## src/rtl/apb_master_interface.sv

```systemverilog
// ---------------------------------------------------------------------------
// apb_master_interface
//
// APB3 initiator. Turns a valid/ready command port into single APB transfers
// (SETUP then ACCESS), waits for pready and hands back read data and an error
// flag as a one-cycle response pulse. A wait-state timeout aborts a transfer
// whose slave never raises pready, so a hung slave cannot stall the command
// source.
//
// Ports:
//   apb_pclk_i     clock, everything on the rising edge
//   apb_preset_i   synchronous active-high reset
//   cmd_valid_i    command request
//   cmd_ready_o    high while idle; command taken when valid && ready
//   cmd_write_i    1 = write, 0 = read
//   cmd_addr_i     transfer address
//   cmd_wdata_i    write data
//   rsp_valid_o    one-cycle response pulse, no backpressure
//   rsp_rdata_o    read data (0 for writes and timeouts)
//   rsp_err_o      pslverr or timeout, qualified by rsp_valid_o
//   busy_o         high during SETUP and ACCESS
//   apb_paddr_o, apb_psel_o, apb_penable_o, apb_pwrite_o, apb_pwdata_o
//                  APB request side, all registered
//   apb_pready_i, apb_prdata_i, apb_pslverr_i
//                  APB completion side, only looked at in ACCESS
// ---------------------------------------------------------------------------
module apb_master_interface #(
    parameter int ADDR_WIDTH     = 32,
    parameter int DATA_WIDTH     = 32,
    parameter int TIMEOUT_CYCLES = 255
) (
    input  logic                  apb_pclk_i,
    input  logic                  apb_preset_i,
    input  logic                  cmd_valid_i,
    output logic                  cmd_ready_o,
    input  logic                  cmd_write_i,
    input  logic [ADDR_WIDTH-1:0] cmd_addr_i,
    input  logic [DATA_WIDTH-1:0] cmd_wdata_i,
    output logic                  rsp_valid_o,
    output logic [DATA_WIDTH-1:0] rsp_rdata_o,
    output logic                  rsp_err_o,
    output logic                  busy_o,
    output logic [ADDR_WIDTH-1:0] apb_paddr_o,
    output logic                  apb_psel_o,
    output logic                  apb_penable_o,
    output logic                  apb_pwrite_o,
    output logic [DATA_WIDTH-1:0] apb_pwdata_o,
    input  logic                  apb_pready_i,
    input  logic [DATA_WIDTH-1:0] apb_prdata_i,
    input  logic                  apb_pslverr_i
);

    // The counter only needs to reach TIMEOUT_CYCLES; a disabled timeout
    // still gets a 1-bit counter so the logic stays well formed.
    localparam int CNT_W = (TIMEOUT_CYCLES > 0) ? $clog2(TIMEOUT_CYCLES + 1) : 1;
    localparam logic [CNT_W-1:0] CNT_MAX   = '1;
    localparam logic [CNT_W-1:0] CNT_LIMIT = CNT_W'(TIMEOUT_CYCLES);

    typedef enum logic [1:0] {
        IDLE,
        SETUP,
        ACCESS
    } state_e;

    state_e                state_q,     state_d;
    logic [ADDR_WIDTH-1:0] paddr_q,     paddr_d;
    logic [DATA_WIDTH-1:0] pwdata_q,    pwdata_d;
    logic                  pwrite_q,    pwrite_d;
    logic                  psel_q,      psel_d;
    logic                  penable_q,   penable_d;
    logic                  rspValid_q,  rspValid_d;
    logic                  rspErr_q,    rspErr_d;
    logic [DATA_WIDTH-1:0] rspRdata_q,  rspRdata_d;
    logic [CNT_W-1:0]      waitCnt_q,   waitCnt_d;

    // State and every APB/response output live in this one register bank,
    // so all outputs except cmd_ready_o/busy_o come straight from flops.
    always_ff @(posedge apb_pclk_i) begin
        if (apb_preset_i) begin
            state_q    <= IDLE;
            paddr_q    <= '0;
            pwdata_q   <= '0;
            pwrite_q   <= 1'b0;
            psel_q     <= 1'b0;
            penable_q  <= 1'b0;
            rspValid_q <= 1'b0;
            rspErr_q   <= 1'b0;
            rspRdata_q <= '0;
            waitCnt_q  <= '0;
        end else begin
            state_q    <= state_d;
            paddr_q    <= paddr_d;
            pwdata_q   <= pwdata_d;
            pwrite_q   <= pwrite_d;
            psel_q     <= psel_d;
            penable_q  <= penable_d;
            rspValid_q <= rspValid_d;
            rspErr_q   <= rspErr_d;
            rspRdata_q <= rspRdata_d;
            waitCnt_q  <= waitCnt_d;
        end
    end

    // Next-state logic. Everything holds by default except the response
    // pulse, which is only raised on the edge that ends a transfer.
    always_comb begin
        state_d    = state_q;
        paddr_d    = paddr_q;
        pwdata_d   = pwdata_q;
        pwrite_d   = pwrite_q;
        psel_d     = psel_q;
        penable_d  = penable_q;
        rspValid_d = 1'b0;
        rspErr_d   = rspErr_q;
        rspRdata_d = rspRdata_q;
        waitCnt_d  = waitCnt_q;

        case (state_q)
            IDLE: begin
                if (cmd_valid_i) begin
                    paddr_d   = cmd_addr_i;
                    pwdata_d  = cmd_wdata_i;
                    pwrite_d  = cmd_write_i;
                    psel_d    = 1'b1;
                    penable_d = 1'b0;
                    state_d   = SETUP;
                end
            end

            SETUP: begin
                penable_d = 1'b1;
                waitCnt_d = '0;
                state_d   = ACCESS;
            end

            ACCESS: begin
                // pready is checked first so it wins over a timeout that
                // would fire on the same edge.
                if (apb_pready_i) begin
                    psel_d     = 1'b0;
                    penable_d  = 1'b0;
                    rspValid_d = 1'b1;
                    rspErr_d   = apb_pslverr_i;
                    rspRdata_d = pwrite_q ? '0 : apb_prdata_i;
                    state_d    = IDLE;
                end else begin
                    waitCnt_d = (waitCnt_q == CNT_MAX) ? waitCnt_q : waitCnt_q + 1'b1;
                    if ((TIMEOUT_CYCLES != 0) && (waitCnt_d == CNT_LIMIT)) begin
                        psel_d     = 1'b0;
                        penable_d  = 1'b0;
                        rspValid_d = 1'b1;
                        rspErr_d   = 1'b1;
                        rspRdata_d = '0;
                        state_d    = IDLE;
                    end
                end
            end

            default: begin
                psel_d    = 1'b0;
                penable_d = 1'b0;
                state_d   = IDLE;
            end
        endcase
    end

    assign cmd_ready_o   = (state_q == IDLE);
    assign busy_o        = (state_q != IDLE);
    assign rsp_valid_o   = rspValid_q;
    assign rsp_rdata_o   = rspRdata_q;
    assign rsp_err_o     = rspErr_q;
    assign apb_paddr_o   = paddr_q;
    assign apb_psel_o    = psel_q;
    assign apb_penable_o = penable_q;
    assign apb_pwrite_o  = pwrite_q;
    assign apb_pwdata_o  = pwdata_q;

endmodule

```

## config.mk

```make
export PLATFORM = sky130hd
export DESIGN_NAME = apb_master_interface
export DESIGN_NICKNAME = d
export VERILOG_FILES = /design/src/rtl/apb_master_interface.sv
export SDC_FILE = /design/constraint.sdc
export NUM_CORES = 1
export LEC_CHECK = 0
export BUFFER_PORTS_ARGS = -buffer_cell sky130_fd_sc_hd__buf_2
export CAP_MARGIN = 0
export CORE_UTILIZATION = 48
export CTS_CLUSTER_DIAMETER = 120
export CTS_CLUSTER_SIZE = 16
export DETAILED_ROUTE_END_ITERATION = 7
export PLACE_DENSITY_LB_ADDON = 0.25
export RECOVER_POWER = 25
export SLEW_MARGIN = 20
export SYNTH_ARGS = -nofsm -noshare
export SYNTH_HDL_FRONTEND = slang
export SYNTH_SLANG_ARGS = --single-unit
```

## constraint.sdc

```tcl
create_clock -name apb_pclk_i -period 3.6 [get_ports apb_pclk_i]
set_input_delay 0.36 -clock apb_pclk_i [delete_from_list [all_inputs] [get_ports apb_pclk_i]]
set_output_delay 0.36 -clock apb_pclk_i [all_outputs]
set_load 0.005 [all_outputs]
```

==> results.json <==
{
  "dieArea_um2": 8430,
  "power_frac_clock_pct": 31.4,
  "relSlewSlack_pct": 42.7,
  "final_common_cell": "buf_2",
  "synth.distinct_cells": 37,
  "tightest_slew_ns": 0.859,
  "post_cts_buffers": 0,
  "rows": 32,
  "synth-seq-cells": 110,
  "power.switching_w": 0.000607,
  "grt_max_degree": 79,
  "cp_data_required_time_ns": 3.85,
  "viasPerCell": 5.08,
  "clkSinkCount": 110,
  "synth-edff-count": 0,
  "p_comb_share_pct": 11.8,
  "cp_max_fo": 32,
  "hpwl_um": 7000,
  "nNetsFinal": 730,
  "totalPowerFinal_w": 0.00230,
  "ant_nets": 0,
  "cts_made_buffers": 9,
  "reg2reg_depth": 6,
  "crit_type": "register to register",
  "rsz0062_at_grt": "no",
  "p_sw_share_pct": 26.3,
  "htree_levels": 3,
  "post_route_cells_drive_above_1_share_pct": 32.1,
  "arrival_ns": 2.59,
  "max_cap_violations": 0,
  "hold_viol": 0,
  "maxSlewViolCount": 0,
  "fin_skew_ns": 0.0127,
  "synth_fp_nets": 540,
  "port_buffers": 204,
  "worst_path_largest_cell_delay_ns": 0.41,
  "startpoint_type": "register",
  "postSynthCellCount": 437,
  "setup_tns_ns": 0,
  "insertion_delay_ns": 0.36,
  "power.density_nw_per_um2": 453,
  "die_h_um": 91.8,
  "p_seq_share_pct": 56.8,
  "ys_seq_area_share_pct": 56.8,
  "cts_hold_buf": 0,
  "wirelength_um": 10000,
  "p_int_w": 0.00170,
  "layout_common_cells": "176 x buf_2, 136 x nand2_1, 110 x dfxtp_1",
  "wl_per_cell_um": 13.6,
  "post-route-min-period_ns": 2.34,
  "synth_area_um2": 3870,
  "grt_pass1_vias": 3469,
  "cp-end-kind": "register",
  "crit_slowest_cell": "a221oi_4",
  "async_flop_share_pct": 0,
  "syn_to_final_growth_pct": 31.3,
  "fin_crit_sh_pct": 65.0,
  "hold_path.class": "input port to register",
  "first_iter_violations": 186,
  "grt_overflow_total": 0,
  "start_util_pct": 49.9,
  "cts_root_buffer": "clkbuf_8",
  "syn_avg_cell_area_um2": 8.86,
  "crit_chain": "ha_1 > nor4bb_1 > o21ai_1 > a221oi_4 > o22ai_4 > a22o_1",
  "vias": 3733,
  "cts_tree": "done",
  "grt_pass1_wl_um": 15900,
  "p_leak_nw": 2.35,
  "core_area_um2": 7770,
  "yosysWarnings": 0,
  "grt_use_total_pct": 23.5,
  "gp_congestion": 0.919,
  "die_x_um": 91.8,
  "status": "complete, no violations",
  "first_pass_iters": 5,
  "max_freq_mhz": 427,
  "setup_viol": 0,
  "worstHoldPathCells": 2,
  "postCtsResizedCells": 0,
  "irDropWorstVdd_v": 0.000251,
  "ys.flop_type": "dfxtp_1",
  "num_io_pins": 205,
  "antenna_found_initial": 1,
  "clock_path_buffers": 2,
  "clk_pin_slew_ns": 0.11,
  "drc": 0
}
[power groups by stage]
stage	Sequential, W	Clock [W]	Combinational [W]
after floorplan	0.00134	0	0.000133
after detailed placement	0.00134	0	0.000279
after global placement	0.00133	0	0.000272
after global routing	0.00132	0.000786	0.000307
after CTS	0.00131	0.000740	0.000280
final	0.00131	0.000723	0.000273
[synthesized netlist by cell type, types with 2 or more instances]
cell,n,area (µm²)
dfxtp_1,110,2200
nand3b_1,2,15.0
and3_1,2,12.5
buf_1,7,26.3
nand3_1,4,20.0
or2_2,2,12.5
nand2_1,137,514
o21ai_0,4,20.0
inv_1,2,7.51
buf_6,3,33.8
clkbuf_1,18,67.6
nand2b_1,4,25.0
a22o_1,32,280
nor3_1,6,30.0
a21oi_1,69,345
nor3b_1,3,22.5
nor2_1,11,41.3
nand4_1,2,12.5
[sequential cells by signal (all words and copies together), names as in the netlist, 2 cells and up]
signal,count
apb_paddr_o,32
apb_pwdata_o,32
rsp_rdata_o,32
waitCnt_q,8
state_q,2
[cells by family (layout without fill, tap and decap cells)]
kind of cell / count (synthesis) / after routing / share of synthesized area [%]
flip-flops: 110 / 110 / 56.8
adder cells (fa/ha/maj): 1 / 1 / 0.323
other: 0 / 1 / 0
buffers and inverters: 30 / 225 / 3.49
AND/OR/NAND/NOR: 178 / 178 / 19.2
AO/OA/AOI/OAI: 117 / 117 / 19.9
multiplexers: 1 / 1 / 0.258
[worst max-delay path, delay by kind of cell (launching register included)]
kind / cells / cell delay (ns)
AO/OA/AOI/OAI: 4 / 1.23
flip-flops: 1 / 0.38
AND/OR/NAND/NOR: 1 / 0.32
adder cells (fa/ha/maj): 1 / 0.29
[metrics by stage]
| stage | setup slack [ns] | hold slack [ns] | std cells | cell area [µm²] | util [%] |
|---|---|---|---|---|---|
| global route | 1.12 | 0.179 | 735 | 5090 | 65.5 |
| detailed placement | 1.32 | 0.443 | 718 | 4930 | 63.4 |
| global placement | 1.43 | 0.439 | 718 | 4930 | 63.4 |
| CTS | 1.28 | 0.180 | 734 | 5120 | 65.9 |
| finish | 1.26 | 0.195 | 735 | 5090 | 65.5 |
| floorplan | 1.63 | 0.453 | 437 | 3870 | - |
[routing by layer]
layer | vias to the layer above | routed length, µm | global-route usage (%)
met5 | - | 0 | 0
met2 | 168 | 4690 | 39.2
met4 | 0 | 272 | 10.8
met1 | 1677 | 4150 | 27.6
met3 | 22 | 910 | 7.38
li1 | 1866 | - | -
[worst paths after layout]
path,start,end,slack (ns)
worst max-delay path,waitCnt_q[0]$_SDFFE_PP0P_,rsp_rdata_o[20]$_SDFFE_PP0P_,1.26
worst min-delay path,apb_prdata_i[26],rsp_rdata_o[26]$_SDFFE_PP0P_,0.19
worst max register to register,waitCnt_q[0]$_SDFFE_PP0P_,rsp_rdata_o[20]$_SDFFE_PP0P_,1.26
worst min register to register,apb_paddr_o[26]$_SDFFE_PP0P_,apb_paddr_o[26]$_SDFFE_PP0P_,0.46
[layout make-up]
class,count,area (µm²)
tap,102,128
multi-input combinational,297,1550
sequential,110,2200
timing repair buffer,207,1010
fill,727,2680
antenna,1,2.50
clock inverter,5,41.3
clock buffer,11,151
inverter,2,7.51
No activity file was read; power rests on OpenSTA's default activity.
